==> config.mk <==
export PLATFORM = sky130hd
export DESIGN_NAME = hi_iso14443a_ssp_link
export DESIGN_NICKNAME = d
export VERILOG_FILES = /design/src/rtl/hi_iso14443a_ssp_link_pkg.sv /design/src/rtl/hi_iso14443a_ssp_link_tx_fifo.sv /design/src/rtl/hi_iso14443a_ssp_link.sv
export SDC_FILE = /design/constraint.sdc
export NUM_CORES = 1
export LEC_CHECK = 0
export ABC_CLOCK_PERIOD_IN_PS = 1900
export CAP_MARGIN = 20
export CORE_ASPECT_RATIO = 2
export CORE_MARGIN = 4
export CORE_UTILIZATION = 45
export DETAILED_ROUTE_END_ITERATION = 10
export PLACE_DENSITY = 0.79
export SYNTH_ARGS = -nofsm -noshare
export SYNTH_HDL_FRONTEND = slang
export SYNTH_SLANG_ARGS = --single-unit
==> constraint.sdc <==
create_clock -name ck_1356meg -period 1.9 [get_ports ck_1356meg]
set_input_delay 0.19 -clock ck_1356meg [delete_from_list [all_inputs] [get_ports ck_1356meg]]
set_output_delay 0.19 -clock ck_1356meg [all_outputs]
set_load 0.05 [all_outputs]
==> src/rtl/hi_iso14443a_ssp_link_pkg.sv <==
// rtl/hi_iso14443a_ssp_link_pkg.sv - shared constants and encodings for the ISO14443A SSP link
package hi_iso14443a_ssp_link_pkg;

  // One SSP frame carries one byte, one bit per slot.
  localparam int         SSP_FRAME_BITS           = 8;
  localparam int         SSP_CLK_DIV_LOG2_DEFAULT = 4;
  localparam logic [7:0] SSP_IDLE_BYTE_DEFAULT    = 8'h00;
  localparam int         SSP_TX_FIFO_DEPTH        = 4;

  // Front-end operating modes, shared with the ISO14443A front end.
  typedef enum logic [2:0] {
    MOD_TYPE_SNIFFER       = 3'd0,
    MOD_TYPE_TAGSIM_LISTEN = 3'd1,
    MOD_TYPE_TAGSIM_MOD    = 3'd2,
    MOD_TYPE_READER_LISTEN = 3'd3,
    MOD_TYPE_READER_MOD    = 3'd4
  } mod_type_e;

  // Bit of the frame byte carried in a given slot: MSB goes out first.
  function automatic logic [2:0] msb_first_index(input logic [2:0] slot);
    return 3'(SSP_FRAME_BITS - 1) - slot;
  endfunction

endpackage

==> src/rtl/hi_iso14443a_ssp_link_tx_fifo.sv <==
// rtl/hi_iso14443a_ssp_link_tx_fifo.sv - ssp_tx_fifo, byte buffer between front end and SSP serialiser
module ssp_tx_fifo #(
  parameter int DEPTH = 4,
  parameter int WIDTH = 8
) (
  input  logic                           clk,
  input  logic                           reset,
  input  logic                           push,
  input  logic [WIDTH-1:0]               push_data,
  input  logic                           pop,
  output logic [WIDTH-1:0]               head,
  output logic                           full,
  output logic                           empty,
  output logic [$clog2(DEPTH + 1)-1:0]   count
);

  localparam int PTR_W = (DEPTH > 1) ? $clog2(DEPTH) : 1;
  localparam int CNT_W = $clog2(DEPTH + 1);

  logic [WIDTH-1:0] mem [2**PTR_W];
  logic [PTR_W-1:0] wr_ptr;
  logic [PTR_W-1:0] rd_ptr;
  logic             push_ok;
  logic             pop_ok;

  // Pointers wrap at DEPTH, which need not be a power of two.
  function automatic logic [PTR_W-1:0] ptr_next(input logic [PTR_W-1:0] p);
    return (p == PTR_W'(DEPTH - 1)) ? '0 : p + PTR_W'(1);
  endfunction

  assign full    = (count == CNT_W'(DEPTH));
  assign empty   = (count == '0);
  assign push_ok = push && !full;
  assign pop_ok  = pop && !empty;
  assign head    = mem[rd_ptr];

  // Storage array; contents are don't-care while empty, so no reset.
  always_ff @(posedge clk) begin
    if (push_ok) begin
      mem[wr_ptr] <= push_data;
    end
  end

  // Pointers and occupancy; a simultaneous push and pop leave count unchanged.
  always_ff @(posedge clk) begin
    if (reset) begin
      wr_ptr <= '0;
      rd_ptr <= '0;
      count  <= '0;
    end else begin
      if (push_ok) begin
        wr_ptr <= ptr_next(wr_ptr);
      end
      if (pop_ok) begin
        rd_ptr <= ptr_next(rd_ptr);
      end
      case ({push_ok, pop_ok})
        2'b10:   count <= count + CNT_W'(1);
        2'b01:   count <= count - CNT_W'(1);
        default: count <= count;
      endcase
    end
  end

endmodule

==> src/rtl/hi_iso14443a_ssp_link.sv <==
// rtl/hi_iso14443a_ssp_link.sv - SSP link stage (build option SSP_TX_FIFO_EN selects a 4-deep TX FIFO)
module hi_iso14443a_ssp_link
  import hi_iso14443a_ssp_link_pkg::*;
#(
  parameter int         CLK_DIV_LOG2 = SSP_CLK_DIV_LOG2_DEFAULT,
  parameter logic [7:0] IDLE_BYTE    = SSP_IDLE_BYTE_DEFAULT
) (
  input  logic       ck_1356meg,
  input  logic       reset,
  input  logic [7:0] tx_data,
  input  logic       tx_valid,
  output logic       tx_ready,
  output logic [7:0] rx_data,
  output logic       rx_valid,
  output logic       tx_idle,
  output logic       ssp_clk,
  output logic       ssp_frame,
  output logic       ssp_din,
  input  logic       ssp_dout
);

`ifdef SSP_TX_FIFO_EN
  localparam int TX_DEPTH = SSP_TX_FIFO_DEPTH;
`else
  localparam int TX_DEPTH = 1;
`endif
  localparam int TX_CNT_W = $clog2(TX_DEPTH + 1);

  localparam logic [CLK_DIV_LOG2-1:0] DIV_MAX   = '1;
  localparam logic [CLK_DIV_LOG2-1:0] DIV_HALF  = CLK_DIV_LOG2'(2 ** (CLK_DIV_LOG2 - 1));
  localparam logic [2:0]              LAST_SLOT = 3'(SSP_FRAME_BITS - 1);

  logic [CLK_DIV_LOG2-1:0] div_cnt;
  logic [2:0]              bit_cnt;
  logic [7:0]              tx_shift;
  logic [6:0]              rx_shift;

  logic                    fall_tick;
  logic                    rise_tick;
  logic                    load_point;
  logic [7:0]              next_byte;

  logic                    fifo_push;
  logic                    fifo_pop;
  logic [7:0]              fifo_head;
  logic                    fifo_full;
  logic                    fifo_empty;
  logic [TX_CNT_W-1:0]     fifo_count;

  // ssp_clk falls as div_cnt wraps to 0 and rises at the half count.
  assign fall_tick  = (div_cnt == DIV_MAX);
  assign rise_tick  = (div_cnt == DIV_HALF);
  assign load_point = fall_tick && (bit_cnt == LAST_SLOT);
  assign ssp_clk    = div_cnt[CLK_DIV_LOG2-1];

  // The load point sees the registered count, so a byte pushed on that same
  // cycle waits for the next frame and the idle byte goes out instead.
  assign next_byte = (fifo_count != '0) ? fifo_head : IDLE_BYTE;
  assign tx_ready  = !fifo_full;
  assign fifo_push = tx_valid && tx_ready;
  assign fifo_pop  = load_point && !fifo_empty;

  ssp_tx_fifo #(
    .DEPTH (TX_DEPTH),
    .WIDTH (8)
  ) u_tx_fifo (
    .clk       (ck_1356meg),
    .reset     (reset),
    .push      (fifo_push),
    .push_data (tx_data),
    .pop       (fifo_pop),
    .head      (fifo_head),
    .full      (fifo_full),
    .empty     (fifo_empty),
    .count     (fifo_count)
  );

  // Clock divider and bit-slot counter; bit_cnt advances on each ssp_clk fall.
  always_ff @(posedge ck_1356meg) begin
    if (reset) begin
      div_cnt <= '0;
      bit_cnt <= '0;
    end else begin
      div_cnt <= div_cnt + CLK_DIV_LOG2'(1);
      if (fall_tick) begin
        bit_cnt <= bit_cnt + 3'd1;
      end
    end
  end

  // TX serialiser: frame marker, byte load at the end of slot 7, MSB-first shift-out.
  always_ff @(posedge ck_1356meg) begin
    if (reset) begin
      tx_shift  <= IDLE_BYTE;
      ssp_din   <= 1'b0;
      ssp_frame <= 1'b0;
      tx_idle   <= 1'b0;
    end else begin
      ssp_frame <= (bit_cnt == 3'd0);
      tx_idle   <= load_point && (fifo_count == '0);
      if (fall_tick) begin
        if (bit_cnt == LAST_SLOT) begin
          tx_shift <= next_byte;
          ssp_din  <= next_byte[msb_first_index(3'd0)];
        end else begin
          ssp_din  <= tx_shift[msb_first_index(bit_cnt + 3'd1)];
        end
      end
    end
  end

  // RX deserialiser: sample on each ssp_clk rise, publish the byte at slot 7.
  always_ff @(posedge ck_1356meg) begin
    if (reset) begin
      rx_shift <= '0;
      rx_data  <= '0;
      rx_valid <= 1'b0;
    end else begin
      rx_valid <= 1'b0;
      if (rise_tick) begin
        rx_shift <= {rx_shift[5:0], ssp_dout};
        if (bit_cnt == LAST_SLOT) begin
          rx_data  <= {rx_shift, ssp_dout};
          rx_valid <= 1'b1;
        end
      end
    end
  end

endmodule

* Yosys cells after proc, flatten, opt, wreduce, memory -nomap -nowiden
Memory sizes are Yosys's and may differ from the RTL's. A register that Yosys moved wholly into a read port is not among the register bits.
Cells that the tools add are included.
** Cells by class
- Order comparisons :: 1
- Equality and inequality tests :: 5
- Mux-type cells :: 12
- Add/subtract/negate cells :: 7
- Reduce and logical (&&, ||, !) cells :: 12
- Bitwise operators :: 2
** Operators with widths (count)
- 1-bit two-way mux :: 9
- 4-bit == test (second input constant) :: 2
- 8-bit two-way mux :: 1
- 1-bit logical AND :: 6
- 4-bit by 1-bit adder with 4-bit output (second input constant) :: 1
- 3-bit by 4-bit less-than comparator with 1-bit output (second input constant) :: 1
- 2-bit AND reduction :: 2
- 1-bit adder (second input constant) :: 3
- 3-bit by 1-bit adder with 3-bit output (second input constant) :: 1
- 1-bit binary-select mux with 3-bit select :: 1
- 3-bit == test (second input constant) :: 1
- 3-bit zero test :: 1
- 3-bit subtractor (first input constant) :: 1
- 2-bit by 1-bit == test with 1-bit output (second input constant) :: 1
- 2-bit == test (second input constant) :: 1
- 1-bit NOT :: 2
- 1-bit case mux with 2 select lines :: 1
- 2-bit nonzero test :: 1
- 2-bit OR reduction :: 1
- 1-bit zero test :: 1
- 1-bit subtractor (second input constant) :: 1
** Storage, ports and cells
- Bits in writable memories :: 16
- Memories kept :: 1
- Bits in registers :: 37
- Word-level logic and storage cells :: 52
- Input bits :: 12
- Output and inout bits :: 14
** Memory list
- u_tx_fifo.mem :: depth 2, width 8, rd ports 1, clocked after Yosys merged registers in 1, write ports 1, line hi_iso14443a_ssp_link_tx_fifo.sv:20 : logic [WIDTH-1:0] mem [2**PTR_W];

* Depth between registers and ports, before layout
Gate-level depths: netlist of run 1.
- Depth after elaboration :: 6
- Depth in mapped cells :: 6
- Gate-level depth less buffers :: 5

* Modules after synthesis
Synthesis of run 1 repeated with hierarchy kept, for this count alone.
** Unflattened totals
- Cells, all modules :: 166
- Area, all modules :: 1662.8 sq um
** Modules (own cells, without submodules)
- hi_iso14443a_ssp_link :: area each 1371.3 sq um, cells each 152, times used 1
- ssp_tx_fifo :: area each 291.5 sq um, cells each 14, times used 1

* Worst setup path after synthesis of run 1
OpenSTA, ideal clock, no wires.
- Kind :: register to register
- From :: reg div_cnt[3]
- To :: reg ssp_din
- Slack :: 338 ps
- Arrival time :: 1474 ps
- Data required time :: 1812 ps
- Stages on the path, launching flop included :: 5
- Clock period less this slack :: 1562 ps
- Library setup time :: 88 ps
- Path through :: dfxtp_1 buf_2 nand3_2 a2111o_1 o32ai_2
** On the way
- Cells in the longest elaborated chain, start to end :: 1
** RTL lines
- start: declaration :: line hi_iso14443a_ssp_link.sv:33 : logic [CLK_DIV_LOG2-1:0] div_cnt;
- start signal: assignment :: line hi_iso14443a_ssp_link.sv:84 : div_cnt <= div_cnt + CLK_DIV_LOG2'(1);
- 4-bit == test :: line hi_iso14443a_ssp_link.sv:51 : assign fall_tick = (div_cnt == DIV_MAX);
- end signal: assignment :: line hi_iso14443a_ssp_link.sv:104 : ssp_din <= next_byte[msb_first_index(3'd0)];
- end signal: assignment :: line hi_iso14443a_ssp_link.sv:106 : ssp_din <= tx_shift[msb_first_index(bit_cnt + 3'd1)];
- end: declaration :: line hi_iso14443a_ssp_link.sv:18 : output logic ssp_din,
Every way passes these cells.
A chain may end at the register's enable or synchronous reset.

* Final worst setup path of run 1
- From :: reg u_tx_fifo.count
- To :: out tx_ready
** On the way
- Cells in the longest elaborated chain, start to end :: 1
** RTL lines
- start: declaration :: line hi_iso14443a_ssp_link_tx_fifo.sv:14 : output logic [$clog2(DEPTH + 1)-1:0] count
- start signal: assignment :: line hi_iso14443a_ssp_link_tx_fifo.sv:58 : 2'b10: count <= count + CNT_W'(1);
- start signal: assignment :: line hi_iso14443a_ssp_link_tx_fifo.sv:59 : 2'b01: count <= count - CNT_W'(1);
- start signal: assignment :: line hi_iso14443a_ssp_link_tx_fifo.sv:60 : default: count <= count;
- 1-bit zero test :: line hi_iso14443a_ssp_link.sv:59 : assign tx_ready = !fifo_full;
- end: declaration :: line hi_iso14443a_ssp_link.sv:12 : output logic tx_ready,
Every way passes these cells.

==> flow_results.xml, run 1 <==
<?xml version="1.0" encoding="UTF-8"?>
<metrics>
  <group name="clocking">
    <metric name="cts_made_buffers" unit="">5</metric>
    <metric name="cts_post_setup_buffers_inserted" unit="">0</metric>
    <metric name="clk_root_buf" unit="">sky130_fd_sc_hd__clkbuf_8</metric>
    <metric name="worst_setup_hold_path_clk_slew" unit="ps">80</metric>
    <metric name="postCtsHoldBufs" unit="">0</metric>
    <metric name="post_cts.resized_instances" unit="">0</metric>
    <metric name="cts_buffer_depth" unit="">2</metric>
    <metric name="cts_num_sinks" unit="">43</metric>
    <metric name="cts_max_level" unit="">2</metric>
    <metric name="clock_tree_from_tritoncts" unit="">built</metric>
    <metric name="clkLatencyLatePin" unit="ps">290</metric>
  </group>
  <group name="global_routing">
    <metric name="met2_resource_use_gr" unit="">0.273</metric>
    <metric name="grt-busiest-layer" unit="">met2</metric>
    <metric name="grt_use_met3" unit="">0.0318</metric>
    <metric name="grt_util_all_layers" unit="">0.148</metric>
    <metric name="grt_start_max_net_pins" unit="">21</metric>
    <metric name="overflow" unit="">0</metric>
    <metric name="grt_pass1_vias" unit="">1216</metric>
    <metric name="grt_antenna_before_repair" unit="">0</metric>
    <metric name="grtUsageMet1" unit="">0.147</metric>
    <metric name="grt_first_pass_wirelength" unit="mm">5.34</metric>
  </group>
  <group name="sta">
    <metric name="hold_viol" unit="">0</metric>
    <metric name="worst_slew_margin_rel" unit="">0.656</metric>
    <metric name="worst_hold_slack" unit="ps">454</metric>
    <metric name="worst_pin_slew" unit="ps">514</metric>
    <metric name="max_clock_freq" unit="MHz">601</metric>
    <metric name="timing.final.crit_share" unit="">0.876</metric>
    <metric name="rsz_0062_raised_after_global_routing" unit="">no</metric>
    <metric name="drv_slew" unit="">0</metric>
    <metric name="post-route-min-period" unit="ps">1670</metric>
    <metric name="finalSetupViolations" unit="">0</metric>
    <metric name="fin_skew" unit="ps">9.51</metric>
    <metric name="setup_total_negative_slack" unit="ps">0</metric>
  </group>
  <group name="synth">
    <metric name="post_synth_main_area_contributors" unit="">sky130_fd_sc_hd__dfxtp_1 42%, sky130_fd_sc_hd__edfxtp_1 14%, sky130_fd_sc_hd__mux2i_1 6.0%, sky130_fd_sc_hd__nand2_1 5.7%, sky130_fd_sc_hd__a21oi_1 4.8%</metric>
    <metric name="syn-num-nets" unit="">180</metric>
    <metric name="post_synth_inst_count" unit="">163</metric>
    <metric name="yosys.cell_types.count" unit="">30</metric>
    <metric name="ys.warnings.count" unit="">0</metric>
    <metric name="synth-edff-count" unit="">8</metric>
    <metric name="yosys_register_bits" unit="">43</metric>
    <metric name="share_of_the_yosys_chip_area_belonging_to_registers" unit="">0.567</metric>
    <metric name="synth_area" unit="um2">1660</metric>
    <metric name="synth_ff_type" unit="">sky130_fd_sc_hd__dfxtp_1</metric>
    <metric name="yosysTopAreaCell" unit="">sky130_fd_sc_hd__dfxtp_1</metric>
    <metric name="synth_async_sr_flop_share" unit="">0</metric>
    <metric name="yosys.area.top_type_share" unit="">0.422</metric>
    <metric name="postSynthAreaPerCell" unit="um2">10.2</metric>
  </group>
  <group name="power_and_ir_drop">
    <metric name="comb_power_share" unit="">0.052</metric>
    <metric name="p_total" unit="mW">1.68</metric>
    <metric name="power-per-cell-area" unit="nW/um2">812</metric>
    <metric name="switching_power" unit="mW">0.356</metric>
    <metric name="switching_share" unit="">0.212</metric>
    <metric name="intPower" unit="mW">1.32</metric>
    <metric name="leakage" unit="nW">0.793</metric>
    <metric name="vdd_ir_drop_max" unit="mV">0.828</metric>
    <metric name="seq_power_share" unit="">0.571</metric>
    <metric name="share_clk_of_total_power" unit="">0.377</metric>
  </group>
  <group name="cells_and_area">
    <metric name="layout_cell_share_with_drive_strength_beyond_1" unit="">0.0995</metric>
    <metric name="syn_to_final_growth" unit="%">24.4</metric>
    <metric name="nFillCells" unit="">301</metric>
    <metric name="final_net_count" unit="">207</metric>
    <metric name="num_antenna_cells" unit="">0</metric>
  </group>
  <group name="setup_path">
    <metric name="worstSetupStartpoint" unit="">u_tx_fifo.count$_SDFFE_PP0P_</metric>
    <metric name="cp.arrival" unit="ps">1480</metric>
    <metric name="startpoint_type" unit="">flop</metric>
    <metric name="critical_path.reg2reg.startpoint" unit="">bit_cnt[0]$_SDFFE_PP0N_</metric>
    <metric name="crit_type" unit="">reg2out</metric>
    <metric name="crit_path_max_fanout" unit="">3</metric>
    <metric name="cp-end-kind" unit="">output port</metric>
    <metric name="timing.critical_path.required" unit="ps">1710</metric>
  </group>
  <group name="placement">
    <metric name="globalplace.congestion" unit="">0.752</metric>
    <metric name="io_buffer_count" unit="">25</metric>
    <metric name="dp_hpwl" unit="mm">2.33</metric>
  </group>
  <group name="floorplan">
    <metric name="die_w" unit="um">50.9</metric>
    <metric name="die_y" unit="um">93.9</metric>
    <metric name="top_level_ports" unit="">26</metric>
    <metric name="initial_core_utilization" unit="">0.460</metric>
    <metric name="fp.coreArea" unit="um2">3610</metric>
    <metric name="rows" unit="">31</metric>
    <metric name="die_area" unit="um2">4780</metric>
  </group>
  <group name="detailed_routing">
    <metric name="total_number_of_vias" unit="">1225</metric>
    <metric name="wl_cell" unit="um">13.6</metric>
    <metric name="drt.antenna.violating_nets" unit="">0</metric>
    <metric name="first_iter_violations" unit="">21</metric>
    <metric name="drt_first_pass_iters" unit="">4</metric>
    <metric name="drc" unit="">0</metric>
    <metric name="route.detailed.vias_per_inst" unit="">5.10</metric>
    <metric name="postRouteWirelength" unit="mm">3.26</metric>
  </group>
  <group name="worst_hold_path">
    <metric name="hold_path_class" unit="">reg2reg</metric>
    <metric name="startpoint_of_the_lowest_slack_hold_path" unit="">tx_shift[2]$_SDFFE_PP0P_</metric>
  </group>
  <group name="status">
    <metric name="result_of_the_run" unit="">complete, no violations</metric>
  </group>
  <group name="job">
    <metric name="drv_cap" unit="">0</metric>
  </group>
</metrics>
[cells by family after synthesis]
family	after synthesis	synth area share
and+or+nand+nor	62	0.176
xor gates and xnor gates	3	0.0158
adders and majority gates	5	0.0377
AOI/OAI and AO/OA	21	0.0784
DFF	43	0.567
muxes	13	0.0807
buffers and inverters	16	0.0445
[power by group through the flow]
stage / sequential (mW) / combinational, mW / clock, mW
after floorplan: 0.979 / 0.0420 / 0
after global placement: 0.978 / 0.0825 / 0
after detailed placement: 0.979 / 0.0849 / 0
after CTS: 0.958 / 0.0868 / 0.650
after global routing: 0.960 / 0.0926 / 0.692
final: 0.958 / 0.0865 / 0.632
[state kept, by name, summed over array words and instances (netlist names)]
signal,cells
rx_valid,1
ssp_din,1
div_cnt,4
rx_data,8
u_tx_fifo.count,1
tx_shift,8
tx_idle,1
ssp_frame,1
u_tx_fifo.mem,8
bit_cnt,3
rx_shift,7
[cells in the final DEF, fill, tap and decap left out, drive strengths merged]
cell	netlist	final
dfxtp	35	35
nand2	25	25
clkdlybuf4s50	0	25
a21oi	16	16
nor2	15	15
mux2i	10	10
nand3	10	10
edfxtp	8	8
clkbuf	5	7
buf	6	6
inv	5	6
ha	5	5
nor2b	3	3
mux2	3	3
nor3b	2	2
xnor2	2	2
and4b	1	1
nand4b	1	1
nand4	1	1
and4	1	1
xor2	1	1
nor3	1	1
nand2b	1	1
o22ai	1	1
a2111o	1	1
a32oi	1	1
o32ai	1	1
nand3b	1	1
a211oi	1	1
[synthesized netlist by cell type (all sizes together) (2+ instances only)]
| cell type | count |
|---|---|
| xnor2 | 2 |
| mux2 | 3 |
| dfxtp | 35 |
| nor2b | 3 |
| buf | 6 |
| nor2 | 15 |
| nand3 | 10 |
| mux2i | 10 |
| nand2 | 25 |
| nor3b | 2 |
| clkbuf | 5 |
| a21oi | 16 |
| inv | 5 |
| edfxtp | 8 |
| ha | 5 |
[critical path, cell delays in order (launching register included)]
cell	delay (ps)
sky130_fd_sc_hd__dfxtp_1	340
sky130_fd_sc_hd__inv_1	50
sky130_fd_sc_hd__clkdlybuf4s50_1	790
[final timing paths]
path	end	slack, ps	cells after the start
setup / recovery	tx_ready	230	2
hold / removal	tx_shift[2]$_SDFFE_PP0P_	450	2
setup reg to reg	ssp_din$_SDFFE_PP0N_	260	5
hold reg to reg	tx_shift[2]$_SDFFE_PP0P_	450	2
[final cells by class]
type	count	area [um2]	area share
clock buffer	7	96.3	0.0467
tap	49	61.3	0.0297
inverter	5	18.8	0.00910
multi-input combinational	104	644	0.312
clock inverter	1	6.26	0.00303
sequential	43	941	0.456
timing repair buffer	31	295	0.143
[per-stage QoR]
step                instance area (um2)  std cells   util  setup WS (ps)
floorplan                          1660        163      -            338
global placement                   1960        232  0.544            349
detailed placement                 1960        232  0.544            300
CTS                                2060        240  0.572            221
global route                       2060        240  0.572            163
finish                             2060        240  0.572            235
[layer usage]
metal	part of all wire	routed length (um)
met1	0.37	1190
met2	0.59	1930
met3	0.027	89
met4	0.016	52
met5	0	0
Note: power is estimated with default switching activity, not from simulation.
==> run 2: changes to the inputs <==
- ABC_CLOCK_PERIOD_IN_PS: 1900 -> default
- PLACE_DENSITY: 0.79 -> 0.81
- clock period: 1.9 -> 1.38 ns (I/O delays scaled with it)
==> run 2 against run 1 <==
  * The run now ends with negative setup slack left
  * Critical path depth up 3
  * Critical path type is now reg2reg
  * First-iteration DRC count up 90%
  * Non-clock buffer count up 13
  * Highest routed layer unchanged
  * Cell count up 5.4%
  * Clock power up 33%
  * Combinational power up 46%
  * Total power up 37%
  * Worst setup slack worse by 300 ps
  * Final area up 7.9%
==> flow_results.xml, run 2 (synthesized netlist as in run 1, its figures left out) <==
<?xml version="1.0" encoding="UTF-8"?>
<metrics>
  <group name="status">
    <metric name="result_of_the_run" unit="">finished with violations</metric>
    <metric name="violated_checks" unit="">negative setup slack</metric>
  </group>
  <group name="setup_path">
    <metric name="timing.critical_path.required" unit="ps">1590</metric>
    <metric name="crit_path_max_fanout" unit="">4</metric>
    <metric name="crit_type" unit="">reg2reg</metric>
    <metric name="cp.arrival" unit="ps">1650</metric>
    <metric name="startpoint_type" unit="">flop</metric>
    <metric name="cp-end-kind" unit="">flop</metric>
  </group>
  <group name="detailed_routing">
    <metric name="drc" unit="">0</metric>
    <metric name="total_number_of_vias" unit="">1262</metric>
    <metric name="wl_cell" unit="um">11.7</metric>
    <metric name="route.detailed.vias_per_inst" unit="">4.99</metric>
    <metric name="drt.antenna.violating_nets" unit="">0</metric>
    <metric name="postRouteWirelength" unit="mm">2.96</metric>
    <metric name="first_iter_violations" unit="">40</metric>
    <metric name="drt_first_pass_iters" unit="">4</metric>
  </group>
  <group name="clocking">
    <metric name="worst_setup_hold_path_clk_slew" unit="ps">80</metric>
    <metric name="cts_max_level" unit="">2</metric>
    <metric name="cts_num_sinks" unit="">43</metric>
    <metric name="cts_buffer_depth" unit="">2</metric>
    <metric name="clock_tree_from_tritoncts" unit="">built</metric>
    <metric name="cts_post_setup_buffers_inserted" unit="">0</metric>
    <metric name="postCtsHoldBufs" unit="">0</metric>
    <metric name="cts_made_buffers" unit="">5</metric>
    <metric name="clkLatencyLatePin" unit="ps">290</metric>
    <metric name="clk_root_buf" unit="">sky130_fd_sc_hd__clkbuf_8</metric>
  </group>
  <group name="global_routing">
    <metric name="grt_util_all_layers" unit="">0.138</metric>
    <metric name="grt_antenna_before_repair" unit="">0</metric>
    <metric name="grt_first_pass_wirelength" unit="mm">4.90</metric>
    <metric name="overflow" unit="">0</metric>
    <metric name="grt_pass1_vias" unit="">1172</metric>
    <metric name="grt_start_max_net_pins" unit="">25</metric>
  </group>
  <group name="sta">
    <metric name="fin_skew" unit="ps">4.58</metric>
    <metric name="worst_case_setup_margin_in_the_final_layout" unit="ps">-66.6</metric>
    <metric name="worst_slew_margin_rel" unit="">0.835</metric>
    <metric name="hold_viol" unit="">0</metric>
    <metric name="setup_total_negative_slack" unit="ps">-68.3</metric>
    <metric name="max_clock_freq" unit="MHz">691</metric>
    <metric name="worst_hold_slack" unit="ps">403</metric>
    <metric name="timing.final.crit_share" unit="">1.05</metric>
    <metric name="drv_slew" unit="">0</metric>
    <metric name="post-route-min-period" unit="ps">1450</metric>
    <metric name="worst_pin_slew" unit="ps">247</metric>
    <metric name="rsz_0062_raised_after_global_routing" unit="">yes</metric>
    <metric name="finalSetupViolations" unit="">2</metric>
  </group>
  <group name="cells_and_area">
    <metric name="final_core_utilization" unit="">0.617</metric>
    <metric name="nFillCells" unit="">303</metric>
    <metric name="final_std_cell_area_no_fill" unit="um2">2230</metric>
    <metric name="most-common-layout-cells" unit="">31 x sky130_fd_sc_hd__dfxtp_1, 28 x sky130_fd_sc_hd__buf_4, 25 x sky130_fd_sc_hd__nand2_1</metric>
    <metric name="num_antenna_cells" unit="">0</metric>
    <metric name="layout_cell_share_with_drive_strength_beyond_1" unit="">0.270</metric>
    <metric name="layout.cells.most_common" unit="">sky130_fd_sc_hd__dfxtp_1</metric>
    <metric name="largest_registers" unit="">rx_data: 8 flops, tx_shift: 8 flops, u_tx_fifo.mem: 8 flops</metric>
    <metric name="final_net_count" unit="">220</metric>
    <metric name="fin_cells" unit="">253</metric>
    <metric name="syn_to_final_growth" unit="%">34.2</metric>
  </group>
  <group name="power_and_ir_drop">
    <metric name="switching_share" unit="">0.202</metric>
    <metric name="power-per-cell-area" unit="nW/um2">1030</metric>
    <metric name="vdd_ir_drop_max" unit="mV">0.922</metric>
    <metric name="leakage" unit="nW">0.889</metric>
    <metric name="switching_power" unit="mW">0.463</metric>
    <metric name="comb_power_share" unit="">0.055</metric>
    <metric name="seq_power_share" unit="">0.577</metric>
    <metric name="intPower" unit="mW">1.83</metric>
    <metric name="share_clk_of_total_power" unit="">0.368</metric>
    <metric name="p_total" unit="mW">2.29</metric>
  </group>
  <group name="worst_hold_path">
    <metric name="hold_path_class" unit="">in2reg</metric>
  </group>
  <group name="floorplan">
    <metric name="die_w" unit="um">50.9</metric>
    <metric name="die_area" unit="um2">4780</metric>
    <metric name="top_level_ports" unit="">26</metric>
    <metric name="rows" unit="">31</metric>
    <metric name="initial_core_utilization" unit="">0.460</metric>
    <metric name="fp.coreArea" unit="um2">3610</metric>
    <metric name="die_y" unit="um">93.9</metric>
  </group>
  <group name="job">
    <metric name="drv_cap" unit="">0</metric>
  </group>
  <group name="placement">
    <metric name="pre_cts_ws" unit="ps">-76.6</metric>
    <metric name="globalplace.congestion" unit="">0.742</metric>
    <metric name="io_buffer_count" unit="">25</metric>
    <metric name="dp_hpwl" unit="mm">2.19</metric>
    <metric name="dp.cells" unit="">245</metric>
    <metric name="post_dp_cell_area" unit="um2">2110</metric>
  </group>
</metrics>
==> run 2: cell type report <==
cell class	count	area, um2	area share
tap	49	61.3	0.0275
inverter	5	18.8	0.00843
clock buffer	8	100	0.0450
sequential	43	946	0.425
timing repair buffer	44	412	0.185
multi-input combinational	104	688	0.309
==> run 2: metal layers <==
| layer | part of all wire | up-vias | wire length, um | track usage |
|---|---|---|---|---|
| met5 | 0 | - | 0 | 0 |
| met1 | 0.38 | 605 | 1140 | 0.140 |
| met2 | 0.55 | 23 | 1640 | 0.247 |
| met3 | 0.035 | 6 | 104 | 0.0302 |
| li1 | - | 628 | - | - |
| met4 | 0.025 | 0 | 75 | 0.0809 |
==> run 2: final timing paths <==
kind	end	startpoint	cells past startpoint	slack (ps)
worst max-delay path	ssp_din$_SDFFE_PP0N_	bit_cnt[0]$_SDFFE_PP0N_	5	-70
worst min-delay path	u_tx_fifo.mem[0][5]$_DFFE_PP_	tx_data[5]	1	400
worst max register to register	ssp_din$_SDFFE_PP0N_	bit_cnt[0]$_SDFFE_PP0N_	5	-70
worst min register to register	tx_shift[5]$_SDFFE_PP0P_	tx_shift[5]$_SDFFE_PP0P_	2	450
==> run 2: worst max-delay path, cell delays in order, from the launching register on <==
cell	delay, ps
sky130_fd_sc_hd__dfxtp_2	360
sky130_fd_sc_hd__ha_4	170
sky130_fd_sc_hd__ha_4	260
sky130_fd_sc_hd__nor2_1	30
sky130_fd_sc_hd__a2111o_1	360
sky130_fd_sc_hd__o32ai_2	190
==> run 2: power groups by stage <==
stage          Sequential (mW)  Clock [mW]  Combinational, mW
2_1_floorplan             1.35           0             0.0579
3_3_place_gp              1.35           0              0.125
3_5_place_dp              1.35           0              0.127
4_1_cts                   1.32       0.869              0.127
5_1_grt                   1.32       0.914              0.137
6_report                  1.32       0.842              0.126
==> run 2: repair_timing <==
item	CTS	global route
gates resized for setup	1	5
endpoints found under the setup margin	14	21
gates cloned	0	0
